$ cat src/rtl/alu_pkg.sv
// alu_pkg: op codes, NZCV flag bundle and FSM states shared by alu_stream.
package alu_pkg;
    typedef enum logic [2:0] {
        OP_ADD = 3'b000,
        OP_SUB = 3'b001,
        OP_AND = 3'b010,
        OP_OR  = 3'b011,
        OP_XOR = 3'b100,
        OP_SLT = 3'b101,
        OP_SRL = 3'b110,
        OP_MUL = 3'b111
    } alu_op_e;
    typedef struct packed {
        logic z;
        logic n;
        logic c;
        logic v;
    } alu_flags_t;
    typedef enum logic [1:0] {IDLE, MUL, DONE} alu_state_e;
endpackage

$ cat src/rtl/alu_mul_seq.sv
// alu_mul_seq: shift-add unsigned multiplier; bit 0 is folded in on start, done_o flags the final step.
module alu_mul_seq #(
    parameter int WIDTH = 8
) (
    input  logic               clk,
    input  logic               rst_n,
    input  logic               start_i,
    input  logic [WIDTH-1:0]   a_i,
    input  logic [WIDTH-1:0]   b_i,
    output logic               done_o,
    output logic [2*WIDTH-1:0] prod_o
);
    localparam int CW = $clog2(WIDTH);
    logic [2*WIDTH-1:0] acc_q, acc_d, mcand_q, mcand_d;
    logic [WIDTH-1:0]   mplier_q, mplier_d;
    logic [CW-1:0]      cnt_q, cnt_d;
    always_comb begin
        acc_d    = acc_q;
        mcand_d  = mcand_q;
        mplier_d = mplier_q;
        cnt_d    = cnt_q;
        if (start_i) begin
            acc_d    = a_i[0] ? {{WIDTH{1'b0}}, b_i} : '0;
            mcand_d  = {{(WIDTH-1){1'b0}}, b_i, 1'b0};
            mplier_d = a_i >> 1;
            cnt_d    = CW'(WIDTH-1);
        end else if (cnt_q != '0) begin
            acc_d    = acc_q + (mplier_q[0] ? mcand_q : '0);
            mcand_d  = mcand_q << 1;
            mplier_d = mplier_q >> 1;
            cnt_d    = cnt_q - CW'(1);
        end
    end
    always_ff @(posedge clk or negedge rst_n) begin
        if (!rst_n) begin
            acc_q    <= '0;
            mcand_q  <= '0;
            mplier_q <= '0;
            cnt_q    <= '0;
        end else begin
            acc_q    <= acc_d;
            mcand_q  <= mcand_d;
            mplier_q <= mplier_d;
            cnt_q    <= cnt_d;
        end
    end
    assign done_o = cnt_q == CW'(1);
    assign prod_o = acc_q;
endmodule

$ cat src/rtl/alu_stream.sv
// alu_stream: registered valid/ready ALU with NZCV flags; define ALU_MUL_EN for the iterative multiply on op 111.
module alu_stream
    import alu_pkg::*;
#(
    parameter int WIDTH = 8
) (
    input  logic             clk,
    input  logic             rst_n,
    input  logic             in_valid,
    output logic             in_ready,
    input  logic [WIDTH-1:0] src_a,
    input  logic [WIDTH-1:0] src_b,
    input  logic [2:0]       alu_control,
    output logic             out_valid,
    input  logic             out_ready,
    output logic [WIDTH-1:0] alu_result,
    output logic             zero,
    output logic             negative,
    output logic             carry,
    output logic             overflow,
    output logic             illegal
);
`ifdef ALU_MUL_EN
    localparam bit MUL_EN = 1'b1;
`else
    localparam bit MUL_EN = 1'b0;
`endif
    localparam int SW = $clog2(WIDTH);
    alu_op_e            op;
    alu_state_e         state_q;
    alu_flags_t         flags_q, flags_d;
    logic [WIDTH:0]     sum, diff;
    logic [WIDTH-1:0]   res_c, res_d, res_q;
    logic [2*WIDTH-1:0] mul_prod;
    logic               c_c, v_c, ill_c, ill_d, ill_q, valid_d, valid_q;
    logic               accept, start_mul, load_sc, load_mul;
    assign op        = alu_op_e'(alu_control);
    assign in_ready  = (state_q == IDLE) && (!valid_q || out_ready);
    assign accept    = in_valid && in_ready;
    assign start_mul = accept && MUL_EN && (op == OP_MUL);
    assign load_sc   = accept && !start_mul;
    assign load_mul  = state_q == DONE;
    always_comb begin
        sum   = {1'b0, src_a} + {1'b0, src_b};
        diff  = {1'b0, src_a} - {1'b0, src_b};
        res_c = '0;
        c_c   = 1'b0;
        v_c   = 1'b0;
        ill_c = 1'b0;
        case (op)
            OP_ADD: begin
                res_c = sum[WIDTH-1:0];
                c_c   = sum[WIDTH];
                v_c   = (src_a[WIDTH-1] == src_b[WIDTH-1]) && (sum[WIDTH-1] != src_a[WIDTH-1]);
            end
            // carry on SUB is the no-borrow sense, i.e. A >= B unsigned
            OP_SUB: begin
                res_c = diff[WIDTH-1:0];
                c_c   = !diff[WIDTH];
                v_c   = (src_a[WIDTH-1] != src_b[WIDTH-1]) && (diff[WIDTH-1] != src_a[WIDTH-1]);
            end
            OP_AND: res_c = src_a & src_b;
            OP_OR:  res_c = src_a | src_b;
            OP_XOR: res_c = src_a ^ src_b;
            OP_SLT: res_c = {{(WIDTH-1){1'b0}}, $signed(src_a) < $signed(src_b)};
            OP_SRL: res_c = src_a >> src_b[SW-1:0];
            OP_MUL: ill_c = !MUL_EN;
        endcase
    end
    always_comb begin
        res_d   = load_sc ? res_c : load_mul ? mul_prod[WIDTH-1:0] : res_q;
        flags_d = (load_sc || load_mul)
                ? {~|res_d, res_d[WIDTH-1], load_sc ? c_c : |mul_prod[2*WIDTH-1:WIDTH], load_sc && v_c}
                : flags_q;
        ill_d   = load_sc ? ill_c : load_mul ? 1'b0 : ill_q;
        valid_d = load_sc || load_mul || (valid_q && !out_ready);
    end
    always_ff @(posedge clk or negedge rst_n) begin
        if (!rst_n) begin
            valid_q <= 1'b0;
            res_q   <= '0;
            flags_q <= '0;
            ill_q   <= 1'b0;
        end else begin
            valid_q <= valid_d;
            res_q   <= res_d;
            flags_q <= flags_d;
            ill_q   <= ill_d;
        end
    end
`ifdef ALU_MUL_EN
    alu_state_e state_d;
    logic       mul_done;
    always_comb state_d = (state_q == IDLE) ? (start_mul ? MUL : IDLE)
                        : (state_q == MUL)  ? (mul_done ? DONE : MUL)
                        : IDLE;
    always_ff @(posedge clk or negedge rst_n) begin
        if (!rst_n) state_q <= IDLE;
        else        state_q <= state_d;
    end
    alu_mul_seq #(.WIDTH(WIDTH)) u_mul (
        .clk     (clk),
        .rst_n   (rst_n),
        .start_i (start_mul),
        .a_i     (src_a),
        .b_i     (src_b),
        .done_o  (mul_done),
        .prod_o  (mul_prod)
    );
`else
    assign state_q  = IDLE;
    assign mul_prod = '0;
`endif
    assign out_valid  = valid_q;
    assign alu_result = res_q;
    assign zero       = flags_q.z;
    assign negative   = flags_q.n;
    assign carry      = flags_q.c;
    assign overflow   = flags_q.v;
    assign illegal    = ill_q;
endmodule

$ cat config.mk
export PLATFORM = sky130hd
export DESIGN_NAME = alu_stream
export DESIGN_NICKNAME = d
export VERILOG_FILES = /design/src/rtl/alu_pkg.sv /design/src/rtl/alu_mul_seq.sv /design/src/rtl/alu_stream.sv
export SDC_FILE = /design/constraint.sdc
export NUM_CORES = 1
export LEC_CHECK = 0
export ABC_CLOCK_PERIOD_IN_PS = 4400
export CAP_MARGIN = 40
export CORE_ASPECT_RATIO = 0.75
export CORE_MARGIN = 8
export CORE_UTILIZATION = 39
export DETAILED_ROUTE_END_ITERATION = 10
export PLACE_DENSITY = 0.62
export SKIP_LAST_GASP = 1
export SYNTH_ARGS = -nofsm -noshare
export SYNTH_HDL_FRONTEND = slang
export SYNTH_SLANG_ARGS = --single-unit
$ cat constraint.sdc
create_clock -name clk -period 4.4 [get_ports clk]
set_input_delay 0.88 -clock clk [delete_from_list [all_inputs] [get_ports clk]]
set_output_delay 0.88 -clock clk [all_outputs]
set_load 0.005 [all_outputs]
==> run metrics <==
CTS HTree Levels 1; Achievable Freq 273 MHz; reg2reg setup slack ~2.3 ns; Worst VDD drop 0.000177 V; Startpoint Class input port; fin cells 364; syn_nets 312; drt first pass iters 4; clk slew on worst S/H paths about 0.06 ns; Hold Crit Start alu_result[2]$_DFF_PN0_; WS Path Type in -> reg; CTS tree done; via count of the first global-routing pass roughly 1900; post-synthesis cell count 259; root buffer cell clkbuf_8; element type at the critical path end flop; Die W between 100 and 150 microns; FF+latch count, synth 14; global-route wire length before repair 9990 microns; fraction of the yosys area taken by sequential cells 16.9%; layout cell share with drive strength beyond 1 approximately 7.3%; Critical Path Max Stage Delay 0.65 ns; # placed instances 360; worst path bufs/invs 2; Cell Area, Synth a little over 0.002 sq mm; Hold Crit Class reg -> reg; Slew Limit Fails 0; Post-DRT Antenna Nets 0; Core Util, Final 48.4%; critical-path cell list clkdlybuf4s50_1 > inv_1 > ha_1 > nor3_2 > o31ai_1 > nor4b_1 > or4_1 > a31oi_1 > nand4b_1 > o31ai_2; grt total ovfl 0; global routing's busiest layer met2; FP Rows 23; total power draw 0.000552 W; setup bufs post-CTS 0; DR WL/cell 16.9 microns; CTS Buf Count 3; Nets 343; Async SR Flop Fraction 100%; FF-to-FF End zero$_DFFE_PN0P_; Crit-path slowest cell clkdlybuf4s50_1; met1 Use GR 22.3%; max_slew headroom roughly 52%; commonest non-fill, non-tap cell in the layout clkdlybuf4s50_1; RSZ-0062 raised after global routing no; area of the die between 0.007 and 0.008 sq mm; Top FF cell, synth dfrtp_1; Tot GR Track Use 15.4%; Final period util 83.3%; status completed; total number of vias between 2000 and 2500; hpwl dp 4830 microns; CP top delay family simple AND/OR/NAND/NOR gates; setup_tns 0 ns; clk_lat worst skew between 0.2 and 0.3 ns; CTS sink count 14; Max-Cap Viols 0; worst r2r src out_valid$_DFF_PN0_; DIE HEIGHT 79.2 microns; post-cts resize count 0; Initial Utilization approximately two fifths; hold path cells 1; hold_buf cts 0; Core Region 0.00524 sq mm; clk_skew 0.00228 ns; Fillers 548; r2r worst-path depth 8; total length of routed wires 6140 microns; EDFF count, synth 0; ANT cells 0; Remaining DRCs 0; YS warnings 0; GR Util met2 22.9%; Critical Path RT 4.56 ns; Mapped Avg Cell Area 8.02 sq um; drt initial violations between 150 and 200; routability cong. roughly 0.87; largest net degree at the start of global routing 22; Critical Path AT 3.83 ns; Period minus WS final around 3.7 ns; Fin. Hold Viols 0; number of port buffers 37; CP Max Fanout 8; clk buf depth 2; grt met3 use 2.97%; Setup Viol. Count Final 0; number of distinct library cells after synthesis between 60 and 70; most frequent cells in the layout clkdlybuf4s50_1, ha_1, inv_1; via density per instance 5.64; PwrDens 218 mW/mm^2; Worst Tran Pin Value 0.715 ns; initial antenna violation count 0; Static Leak 1.13 nW; Min-Delay Endpoint alu_result[2]$_DFF_PN0_; P&R area growth vs syn 22.0%; # IOs 38
[worst max path at each step]
| stage | end | depth (start not counted) | slack (ns) | from |
|---|---|---|---|---|
| final | zero$_DFFE_PN0P_ | 10 | 0.74 | src_a[2] |
| after global routing | zero$_DFFE_PN0P_ | 10 | 0.69 | src_a[2] |
| after CTS | zero$_DFFE_PN0P_ | 10 | 0.84 | src_a[1] |
| after detailed placement | zero$_DFFE_PN0P_ | 10 | 0.59 | src_a[2] |
| after global placement | zero$_DFFE_PN0P_ | 10 | 0.56 | src_a[1] |
| after floorplan | zero$_DFFE_PN0P_ | 10 | 1.38 | src_b[1] |
[worst register-to-register path: cells and delay by family, from the launching register on]
family,cells,cell delay (ns)
AOI/OAI and AO/OA,1,0.18
buffers and inverters,1,0.14
DFF,1,0.33
and+or+nand+nor,6,1.32
[synthesized netlist by cell type, types with 7 or more instances]
master   number  area (sq um)
ha_1         28           350
a21oi_1      20           100
inv_1        25          93.8
a21o_1        7          52.6
dfrtp_1      14           350
o21ai_0      11          55.1
nor2_1       20          75.1
nor2b_1       7          43.8
nand2_1      22          82.6
[kinds of logic (layout without fill, tap and decap cells)]
| logic type | after synthesis | count (layout) | share of synthesized area [%] |
|---|---|---|---|
| AND/OR/NAND/NOR | 84 | 84 | 21.1 |
| AO/OA/AOI/OAI | 78 | 78 | 26.8 |
| multiplexers | 7 | 7 | 5.48 |
| XOR/XNOR | 4 | 4 | 1.69 |
| adder cells (fa/ha/maj) | 30 | 30 | 18.8 |
| flip-flops | 14 | 14 | 16.9 |
| buffers and inverters | 42 | 72 | 9.28 |
[per-stage QoR]
| stage | setup WS [ns] | area [sq um] | hold WS, ns |
|---|---|---|---|
| after floorplan | 1.38 | 2080 | 0.463 |
| after global placement | 0.556 | 2480 | 0.461 |
| after detailed placement | 0.587 | 2480 | 0.458 |
| after CTS | 0.844 | 2530 | 0.479 |
| after global routing | 0.694 | 2530 | 0.501 |
| final | 0.736 | 2530 | 0.474 |
[sequential cells by signal (all words and copies together), names as in the netlist]
signal / flops
alu_result: 8
carry: 1
illegal: 1
negative: 1
out_valid: 1
overflow: 1
zero: 1
[routing by layer]
| layer | vias up | routed length (microns) |
|---|---|---|
| li1 | 996 | - |
| met1 | 967 | 3070 |
| met2 | 82 | 2630 |
| met3 | 8 | 329 |
| met4 | 0 | 101 |
| met5 | - | 0 |
[power breakdown]
group	internal, W	leakage (nW)	total (W)	switching, W
Combinational	0.000131	0.926	0.000266	0.000136
Sequential	0.000149	0.177	0.000160	0.0000104
Clock	0.0000793	0.0288	0.000126	0.0000466
[final cells by class]
cell class | count | area [sq um] | area share (%)
Clock buffer | 4 | 55.1 | 2.17
Multi-Input combinational cell | 203 | 1530 | 60.5
Inverter | 27 | 101 | 4.00
Timing Repair Buffer | 41 | 400 | 15.8
Tap cell | 75 | 93.8 | 3.70
Sequential cell | 14 | 350 | 13.8
(Power assumes the default switching activity.)
